File: config.mk
export PLATFORM = sky130hd
export DESIGN_NAME = instruction_queue
export DESIGN_NICKNAME = d
export VERILOG_FILES = /design/src/rtl/instruction_queue.sv
export SDC_FILE = /design/constraint.sdc
export NUM_CORES = 1
export LEC_CHECK = 0
export BUFFER_PORTS_ARGS = -buffer_cell sky130_fd_sc_hd__buf_4
export CAP_MARGIN = 20
export CORE_MARGIN = 5
export CORE_UTILIZATION = 40
export CTS_BUF_LIST = sky130_fd_sc_hd__clkbuf_16
export DETAILED_ROUTE_END_ITERATION = 10
export HOLD_SLACK_MARGIN = 0.02
export SLEW_MARGIN = 10
export SYNTH_ARGS = -nofsm -noshare
export SYNTH_HDL_FRONTEND = slang
export SYNTH_SLANG_ARGS = --single-unit
File: constraint.sdc
create_clock -name clk -period 8.9 [get_ports clk]
set_input_delay 1.78 -clock clk [delete_from_list [all_inputs] [get_ports clk]]
set_output_delay 1.78 -clock clk [all_outputs]
set_load 0.005 [all_outputs]
File: src/rtl/instruction_queue.sv
// Fetch-to-decode instruction buffer: circular FIFO of {pc, inst} with wrap-bit
// pointers, backpressure via full, and a single-cycle flush for branch redirects.
module instruction_queue #(
  parameter int DEPTH = 16,
  parameter int PTR_W = $clog2(DEPTH)
) (
  input  logic             clk,
  input  logic             rst,
  input  logic             flush,
  input  logic             enq_valid,
  input  logic [31:0]      enq_pc,
  input  logic [31:0]      enq_inst,
  output logic             full,
  input  logic             deq_ready,
  output logic             deq_valid,
  output logic [31:0]      deq_pc,
  output logic [31:0]      deq_inst,
  output logic [PTR_W:0]   count
);

  localparam logic [PTR_W:0] PTR_ONE = {{PTR_W{1'b0}}, 1'b1};

  logic [PTR_W:0]   head;
  logic [PTR_W:0]   tail;
  logic [31:0]      pc_mem   [DEPTH];
  logic [31:0]      inst_mem [DEPTH];
  logic             empty;
  logic             enq_fire;
  logic             deq_fire;
  logic             clear;

  // Occupancy decode from registered pointers only; no input reaches an output.
  assign empty    = (head == tail);
  assign full     = (head[PTR_W-1:0] == tail[PTR_W-1:0]) && (head[PTR_W] != tail[PTR_W]);
  assign count    = tail - head;
  assign clear    = rst || flush;
  assign enq_fire = enq_valid && !full && !clear;
  assign deq_fire = deq_ready && !empty && !clear;

  always_ff @(posedge clk) begin
    if (clear) begin
      head <= '0;
      tail <= '0;
    end else begin
      if (enq_fire) tail <= tail + PTR_ONE;
      if (deq_fire) head <= head + PTR_ONE;
    end
  end

  // Entry storage carries data only and is deliberately left unreset.
  always_ff @(posedge clk) begin
    if (enq_fire) begin
      pc_mem[tail[PTR_W-1:0]]   <= enq_pc;
      inst_mem[tail[PTR_W-1:0]] <= enq_inst;
    end
  end

  assign deq_valid = !empty;
  assign deq_pc    = empty ? 32'd0 : pc_mem[head[PTR_W-1:0]];
  assign deq_inst  = empty ? 32'd0 : inst_mem[head[PTR_W-1:0]];

endmodule

==> results of run 1 <==
## power groups by stage
stage | logic (mW) | clock network [mW] | registers, mW
final | 0.217 | 4.13 | 5.38
after global routing | 0.237 | 4.45 | 5.38
after CTS | 0.222 | 4.23 | 5.38
after detailed placement | 0.222 | 0 | 5.49
after global placement | 0.214 | 0 | 5.49
after floorplan | 0.0711 | 0 | 5.49
## worst register-to-register path: cells and delay by family (launching register included)
family,cells,cell delay [ns]
AOI/OAI and AO/OA,1,0.23
adders and majority gates,1,0.38
buffers and inverters,1,0.90
DFF,1,0.60
and+or+nand+nor,3,1.36
## stage by stage
| stage | util | hold slack [ns] | instance area (sq um) |
|---|---|---|---|
| floorplan | - | 0.485 | 39800 |
| global placement | 0.430 | 0.526 | 42400 |
| detailed placement | 0.430 | 0.525 | 42400 |
| CTS | 0.463 | 0.538 | 45600 |
| global route | 0.463 | 0.564 | 45600 |
| finish | 0.463 | 0.533 | 45600 |
## metal layers
layer	global-route usage	vias to the layer above
met5	0	-
met2	0.295	465
li1	-	8010
met4	0.0424	6
met3	0.0330	142
met1	0.232	10022
## area by class of cell
class / count / area [sq um] / share of cell area
Antenna cell: 3 / 7.51 / 0.000165
Clock buffer: 107 / 2680 / 0.0587
Clock inverter: 90 / 579 / 0.0127
Inverter: 8 / 30.0 / 0.000658
Multi-Input combinational cell: 664 / 8310 / 0.182
Sequential cell: 1038 / 31000 / 0.680
Tap cell: 1287 / 1610 / 0.0353
Timing Repair Buffer: 176 / 1360 / 0.0298
## worst max-delay path by stage
stage	cells past startpoint	endpoint	slack, ns
3_5_place_dp	6	inst_mem[10][13]$_DFFE_PP_	3.88
4_1_cts	6	deq_inst[26]	3.22
5_1_grt	5	deq_pc[6]	2.99
3_3_place_gp	5	deq_pc[5]	3.97
6_report	6	deq_pc[5]	3.25
2_1_floorplan	4	inst_mem[0][0]$_DFFE_PP_	1.72
## sequential cells by signal (all words and copies together) (netlist names), named ones only
signal,count
inst_mem,512
pc_mem,512
head,5
tail,5
## cell usage in the layout, fill, tap and decap left out, types with 2 or more instances in the layout
master	count
sky130_fd_sc_hd__a21o_1	2
sky130_fd_sc_hd__nor3_2	4
sky130_fd_sc_hd__nand2b_1	2
sky130_fd_sc_hd__mux4_2	193
sky130_fd_sc_hd__clkinv_8	2
sky130_fd_sc_hd__edfxtp_1	1024
sky130_fd_sc_hd__nand4_1	3
sky130_fd_sc_hd__xor2_1	4
sky130_fd_sc_hd__o21ai_0	47
sky130_fd_sc_hd__ha_1	9
sky130_fd_sc_hd__nand2_1	7
sky130_fd_sc_hd__nand3_1	2
sky130_fd_sc_hd__nor2_1	30
sky130_fd_sc_hd__o211ai_1	47
sky130_fd_sc_hd__xnor2_1	5
sky130_fd_sc_hd__bufinv_16	6
sky130_fd_sc_hd__o22ai_2	10
sky130_fd_sc_hd__buf_12	3
sky130_fd_sc_hd__a22oi_1	44
sky130_fd_sc_hd__diode_2	3
sky130_fd_sc_hd__or3_1	2
sky130_fd_sc_hd__clkinv_2	19
sky130_fd_sc_hd__dfxtp_1	11
sky130_fd_sc_hd__inv_6	3
sky130_fd_sc_hd__mux2i_1	192
sky130_fd_sc_hd__a221o_1	19
sky130_fd_sc_hd__buf_4	173
sky130_fd_sc_hd__a21oi_1	7
sky130_fd_sc_hd__nor2_4	12
sky130_fd_sc_hd__dfxtp_4	3
sky130_fd_sc_hd__clkbuf_16	107
sky130_fd_sc_hd__clkinv_1	21
sky130_fd_sc_hd__inv_1	45
sky130_fd_sc_hd__o22ai_1	9
## cell families after synthesis
group,after synthesis,share of synthesized area
AND/OR/NAND/NOR,69,0.00768
multiplexers,385,0.158
AO/OA/AOI/OAI,190,0.0348
XOR/XNOR,10,0.00239
adder cells (fa/ha/maj),10,0.00334
buffers and inverters,110,0.0138
flip-flops,1038,0.780
==> impl_summary.log, run 1 <==
[metrics] Setup WS pre-CTS: 3.88 ns
[metrics] hold bufs inserted after CTS: 0
[metrics] sequential fraction of the synthesis area: 0.780
[metrics] CTS tree: done
[metrics] critical path startpoint category: register
[metrics] width of the die: 325 um
[metrics] pin count of the biggest net entering global routing: 162
[metrics] critical register-to-register path endpoint: pc_mem[8][7]$_DFFE_PP_
[metrics] register-to-register setup slack: 5.00 ns
[metrics] worst setup path startpoint: tail[2]$_SDFFE_PP0P_
[metrics] number of buffers inserted during clock tree synthesis: 105
[metrics] layout cells sized above 1: 0.261
[metrics] Post-Layout Cell Count: 3373
[metrics] met2 wire len: 47000 um
[metrics] dpl cells: 3173
[metrics] vias in the first global route: 19698
[metrics] required time of the critical path: 7.12 ns
[metrics] post-synthesis instance total: 1812
[metrics] post-synthesis to final-layout area growth: 14.7%
[metrics] Yosys top cell area share: 0.773
[metrics] global-route congestion overflow total: 0
[metrics] RePlAce Congestion: 0.716
[metrics] worst path buffer plus inverter count: 2
[metrics] cell-internal power: 7.80 mW
[metrics] worst-case vdd ir drop: 134 uV
[metrics] power share of the combinational group: 0.022
[metrics] Post-synth top cells: 1024 x sky130_fd_sc_hd__edfxtp_1, 193 x sky130_fd_sc_hd__mux4_2, 192 x sky130_fd_sc_hd__mux2i_1
[metrics] post-route minimum period: 5.65 ns
[metrics] number of violations of the max-capacitance limit: 0
[metrics] top area cells in the synthesized netlist: sky130_fd_sc_hd__edfxtp_1 77%, sky130_fd_sc_hd__mux4_2 11%, sky130_fd_sc_hd__mux2i_1 4.8%, sky130_fd_sc_hd__o211ai_1 0.89%, sky130_fd_sc_hd__a22oi_1 0.83%
[metrics] number of core rows: 115
[metrics] Worst Min Path Start: head[1]$_SDFFE_PP0P_
[metrics] Critical-path top delay cell: sky130_fd_sc_hd__a21o_2
[metrics] critical path's largest stage delay: 0.67 ns
[metrics] count of cells resized by post-cts repair: 0
[metrics] DR WL/cell: 27.5 um
[metrics] total met3 wirelength after detailed routing: 4480 um
[metrics] syn_nets: 1891
[metrics] drt via density: 5.53
[metrics] FF+latch count, synth: 1038
[metrics] starting density of the core: 0.403
[metrics] Die H: 325 um
[metrics] power dissipated by switching net loads: 1.93 mW
[metrics] number of flops mapped to enable cells by yosys: 1024
[metrics] clock edge transition at the registers on the reported setup and hold paths: 0.06 ns
[metrics] Slew Limit Headroom: 0.242
[metrics] met1 layer wirelength in the final routing: 39300 um
[metrics] floorplan core area: 0.0986 sq mm
[metrics] status: finished, final reports clean
[metrics] nets: 2072
[metrics] worst path setup slack after routing: 3.25 ns
[metrics] final number of hold-violating endpoints: 0
[metrics] maximum clock frequency: 177 MHz
[metrics] Tightest Hold Check Type: reg2reg
[metrics] setup repair after global routing missed its margin: no
[metrics] Iter 0 DRT Violations: 1744
[metrics] clock latency at the later pin of the worst-skew pair: 0.66 ns
[metrics] final routed wirelength across all metal layers: 92700 um
[metrics] critical path endpoint category: output port
[metrics] filler instances: 8145
[metrics] Worst Hold Path Cells: 2
[metrics] data arrival time of the worst path: 3.87 ns
[metrics] CTS Root Buffer Type: sky130_fd_sc_hd__clkbuf_16
[metrics] wire length of the first global-routing pass: 136000 um
[metrics] count of cell types in the netlist: 41
[metrics] I/O pin count: 140
[metrics] total DRC errors in the routed layout: 0
[metrics] switching share of power: 0.198
[metrics] Worst Hold Path EP: head[1]$_SDFFE_PP0P_
[metrics] total setup violations reported at the end of the flow: 0
[metrics] category of the most critical setup path: reg2out
[metrics] depth of the worst register-to-register path: 6
[metrics] cell family contributing the most delay on the critical path: compound AO/OA/AOI/OAI gates
[metrics] max-slew violations: 0
[metrics] setup tns final: 0 ns
[metrics] proportion of power drawn by the clock network: 0.424
[metrics] count of synthesis-stage warnings from yosys: 0
[metrics] number of port buffers: 139
[metrics] DPL Wire Length: 46200 um
[metrics] Die ar.: 0.106 sq mm
[metrics] Setup Skew: 0.0117 ns
[metrics] ANT nets after route: 0
[metrics] cell area after technology mapping: 0.0398 sq mm
[metrics] top cell type by total area after synthesis: sky130_fd_sc_hd__edfxtp_1
[metrics] via count of the routed design: 18645
[metrics] number of antenna violations at the first check in global routing: 7
[metrics] Pre-Repair DR Iteration Count: 5
[metrics] final critical-path share of the clock period: 0.635
[metrics] Main synth FF type: sky130_fd_sc_hd__edfxtp_1
[metrics] launch instance of the worst register-to-register path: tail[2]$_SDFFE_PP0P_
[metrics] share of async-settable or async-resettable flops after synthesis: 0
[metrics] combined global-route utilization of all metal layers: 0.173
[metrics] H-tree depth reported by CTS: 3
[metrics] library cell with the highest instance count after synthesis: sky130_fd_sc_hd__edfxtp_1
[metrics] post-layout total power: 9.73 mW
[metrics] maximum buffer depth of the clock tree: 3
[metrics] biggest fanout along the worst timing path: 27
[metrics] uppermost signal routing layer after detailed routing: met5
[metrics] slew of the pin with the lowest slew margin: 1.14 ns
[metrics] most frequent CP cell: sky130_fd_sc_hd__buf_4
[metrics] clk sink count: 1038
[metrics] total setup buffers inserted after CTS: 0
[metrics] areal power density over the cells: 213 mW/mm^2
[metrics] mean instance size in the synthesized netlist: 21.9 sq um
[metrics] sequential power share: 0.553
[metrics] Critical Path, Cell by Cell: ha_1, and4_1, a21o_2, buf_4, o21ai_0, buf_4
[metrics] Leakage Power: 13.8 nW
(Power assumes the default switching activity.)
==> inputs of run 2 (changes only) <==
==> constraint.sdc (replaced) <==
create_clock -name clk -period 4.9 [get_ports clk]
set_input_delay 0.98 -clock clk [delete_from_list [all_inputs] [get_ports clk]]
set_output_delay 0.98 -clock clk [all_outputs]
set_load 0.005 [all_outputs]
==> run 2 against run 1 <==
Compared with the run above: the run now ends with antenna violations left; hold slack got worse by 0.010 ns; sequential share of layout area decreased by 0.64 points; worst setup slack got worse by 3.0 ns; sequential power increased by 82%; routed wire length decreased by 1.6%; cell area increased by 0.95%; clock skew increased by 0.0052 ns; sequential cell count unchanged; non-clock buffer count increased by 22; largest cell class unchanged; core utilization increased by 0.44 points; global-route usage decreased by 0.29 points.
==> impl_summary.log, run 2 (synthesis gave the netlist of run 1 again) <==
[metrics] Tightest Hold Check Type: reg2reg
[metrics] biggest fanout along the worst timing path: 26 (-3.7%)
[metrics] critical path startpoint category: register
[metrics] Pre-Repair DR Iteration Count: 5 (unchanged)
[metrics] post-layout total power: 17.7 mW (+82%)
[metrics] nets: 2093 (+1.0%)
[metrics] drt via density: 5.53 (about the same)
[metrics] max-slew violations: 0 (unchanged)
[metrics] Die ar.: 0.106 sq mm (unchanged)
[metrics] worst path buffer plus inverter count: 3 (+1)
[metrics] required time of the critical path: 3.92 ns (-3.20 ns)
[metrics] RePlAce Congestion: 0.723 (+1.0%)
[metrics] setup tns final: 0 ns (unchanged)
[metrics] final routed wirelength across all metal layers: 91300 um (-1.6%)
[metrics] pin count of the biggest net entering global routing: 140 (-14%)
[metrics] maximum buffer depth of the clock tree: 3 (unchanged)
[metrics] hold bufs inserted after CTS: 0 (unchanged)
[metrics] register-to-register setup slack: 1.49 ns (-3.51 ns)
[metrics] category of the most critical setup path: reg2out
[metrics] most frequent CP cell: sky130_fd_sc_hd__buf_4
[metrics] violations in the final reports: antenna violations
[metrics] clock latency at the later pin of the worst-skew pair: 0.66 ns (about the same)
[metrics] DR WL/cell: 26.9 um (-2.3%)
[metrics] ANT nets after route: 1 (+1)
[metrics] I/O pin count: 140 (unchanged)
[metrics] wire length of the first global-routing pass: 134000 um (-0.86%)
[metrics] Setup WS pre-CTS: 0.903 ns (-2.98 ns)
[metrics] global-route congestion overflow total: 0 (unchanged)
[metrics] H-tree depth reported by CTS: 3 (unchanged)
[metrics] number of port buffers: 139 (unchanged)
[metrics] slew of the pin with the lowest slew margin: 1.07 ns (-0.0690 ns)
[metrics] count of cells resized by post-cts repair: 0 (unchanged)
[metrics] DPL Wire Length: 48600 um (+5.2%)
[metrics] data arrival time of the worst path: 3.66 ns (-0.21 ns)
[metrics] number of buffers inserted during clock tree synthesis: 104 (-0.95%)
[metrics] final cell utilization of the core: 0.467 (+0.00439)
[metrics] total setup buffers inserted after CTS: 0 (unchanged)
[metrics] maximum clock frequency: 216 MHz
[metrics] Die H: 325 um (unchanged)
[metrics] final number of hold-violating endpoints: 0 (unchanged)
[metrics] post-route minimum period: 4.64 ns
[metrics] clock edge transition at the registers on the reported setup and hold paths: 0.06 ns (about the same)
[metrics] via count of the routed design: 18780 (+0.72%)
[metrics] Leakage Power: 13.9 nW (+0.66%)
[metrics] Iter 0 DRT Violations: 1725 (-1.1%)
[metrics] worst path setup slack after routing: 0.262 ns (-2.99 ns)
[metrics] Setup Skew: 0.0168 ns (+0.00515 ns)
[metrics] critical path's largest stage delay: 0.69 ns (+0.02 ns)
[metrics] commonest cells after routing, fill and taps aside: 1024 x sky130_fd_sc_hd__edfxtp_1, 193 x sky130_fd_sc_hd__mux4_2, 192 x sky130_fd_sc_hd__mux2i_1, 178 x sky130_fd_sc_hd__buf_4, 106 x sky130_fd_sc_hd__clkbuf_16
[metrics] combined global-route utilization of all metal layers: 0.170 (-0.00294)
[metrics] number of core rows: 115 (unchanged)
[metrics] total setup violations reported at the end of the flow: 0 (unchanged)
[metrics] critical path endpoint category: output port
[metrics] total DRC errors in the routed layout: 0 (unchanged)
[metrics] setup repair after global routing missed its margin: no
[metrics] CTS tree: done
[metrics] final critical-path share of the clock period: 0.947
[metrics] Critical-path top delay cell: sky130_fd_sc_hd__dfxtp_1
[metrics] Worst Hold Margin: 0.523 ns (-0.0101 ns)
[metrics] Critical Path, Cell by Cell: ha_1, and4_1, a21o_2, buf_12, buf_4, a221o_1, o22ai_1, buf_4
[metrics] areal power density over the cells: 385 mW/mm^2 (+81%)
[metrics] layout cells sized above 1: 0.271 (+0.00992)
[metrics] width of the die: 325 um (unchanged)
[metrics] most common cell after layout, fill and taps aside: sky130_fd_sc_hd__edfxtp_1
[metrics] cell family contributing the most delay on the critical path: compound AO/OA/AOI/OAI gates
[metrics] floorplan core area: 0.0986 sq mm (unchanged)
[metrics] number of antenna violations at the first check in global routing: 10 (+3)
[metrics] status: finished, violations left
[metrics] Slew Limit Headroom: 0.287 (+0.0453)
[metrics] starting density of the core: 0.403 (unchanged)
[metrics] CTS Root Buffer Type: sky130_fd_sc_hd__clkbuf_16
[metrics] clk sink count: 1038 (unchanged)
[metrics] number of violations of the max-capacitance limit: 0 (unchanged)
[metrics] vias in the first global route: 19793 (+0.48%)
[metrics] worst-case vdd ir drop: 336 uV (+150%)
[metrics] post-synthesis to final-layout area growth: 15.8%
run 2: cell count changes in the layout (fill, tap and decap cells not counted), moves of 2 or more:
| cell | change |
|---|---|
| sky130_fd_sc_hd__buf_12 | +17 |
| sky130_fd_sc_hd__buf_4 | +5 |
| sky130_fd_sc_hd__clkinv_1 | +6 |
| sky130_fd_sc_hd__clkinv_4 | +3 |
| sky130_fd_sc_hd__diode_2 | +8 |
| sky130_fd_sc_hd__inv_1 | -15 |
| sky130_fd_sc_hd__inv_6 | -2 |
| sky130_fd_sc_hd__nor3_2 | -4 |
| sky130_fd_sc_hd__nor3_4 | +4 |
run 2: report_power, final:
part / internal [mW] / switching, mW / total [mW]
clock: 4.29 / 3.27 / 7.56
combinational: 0.140 / 0.251 / 0.391
sequential: 9.77 / 0.00659 / 9.78
run 2: layout make-up:
| type | count | area (sq um) |
|---|---|---|
| flip-flops and latches | 1038 | 31000 |
| clock buffers | 106 | 2650 |
| inverters | 8 | 30.0 |
| multi-input cells | 664 | 8340 |
| fillers | 8077 | 52500 |
| well taps | 1287 | 1610 |
| repair buffers | 198 | 1740 |
| diodes | 11 | 27.5 |
| clock inverters | 85 | 614 |
run 2: path summary, 6_finish.rpt:
check | cells past startpoint | end | start
max | 8 | deq_pc[24] | tail[2]$_SDFFE_PP0P_
min | 2 | register | head[1]$_SDFFE_PP0P_
max reg2reg | 6 | pc_mem[12][10]$_DFFE_PP_ | tail[2]$_SDFFE_PP0P_
min reg2reg | 2 | register | head[1]$_SDFFE_PP0P_
run 2: stage by stage:
| step | area (sq um) | cells |
|---|---|---|
| after floorplan | 39800 | 1812 |
| after CTS | 46000 | 3386 |
| final | 46100 | 3397 |
| after global routing | 46000 | 3386 |
| after detailed placement | 42800 | 3195 |
| after global placement | 42700 | 3193 |
run 2: worst reg2reg max path, cell delays in order (launching register included):
cell                      delay, ns
sky130_fd_sc_hd__dfxtp_1       0.69
sky130_fd_sc_hd__ha_1          0.40
sky130_fd_sc_hd__nand4_1       0.27
sky130_fd_sc_hd__o211a_1       0.22
sky130_fd_sc_hd__nand2_1       0.27
sky130_fd_sc_hd__nor2_4        0.71
sky130_fd_sc_hd__buf_12        0.46
run 2: layer usage:
layer,track usage,up-vias,part of all wire
met5,0,-,0.00027
met4,0.0367,4,0.018
met3,0.0356,112,0.058
met2,0.291,515,0.50
met1,0.228,10088,0.42
li1,-,8061,-
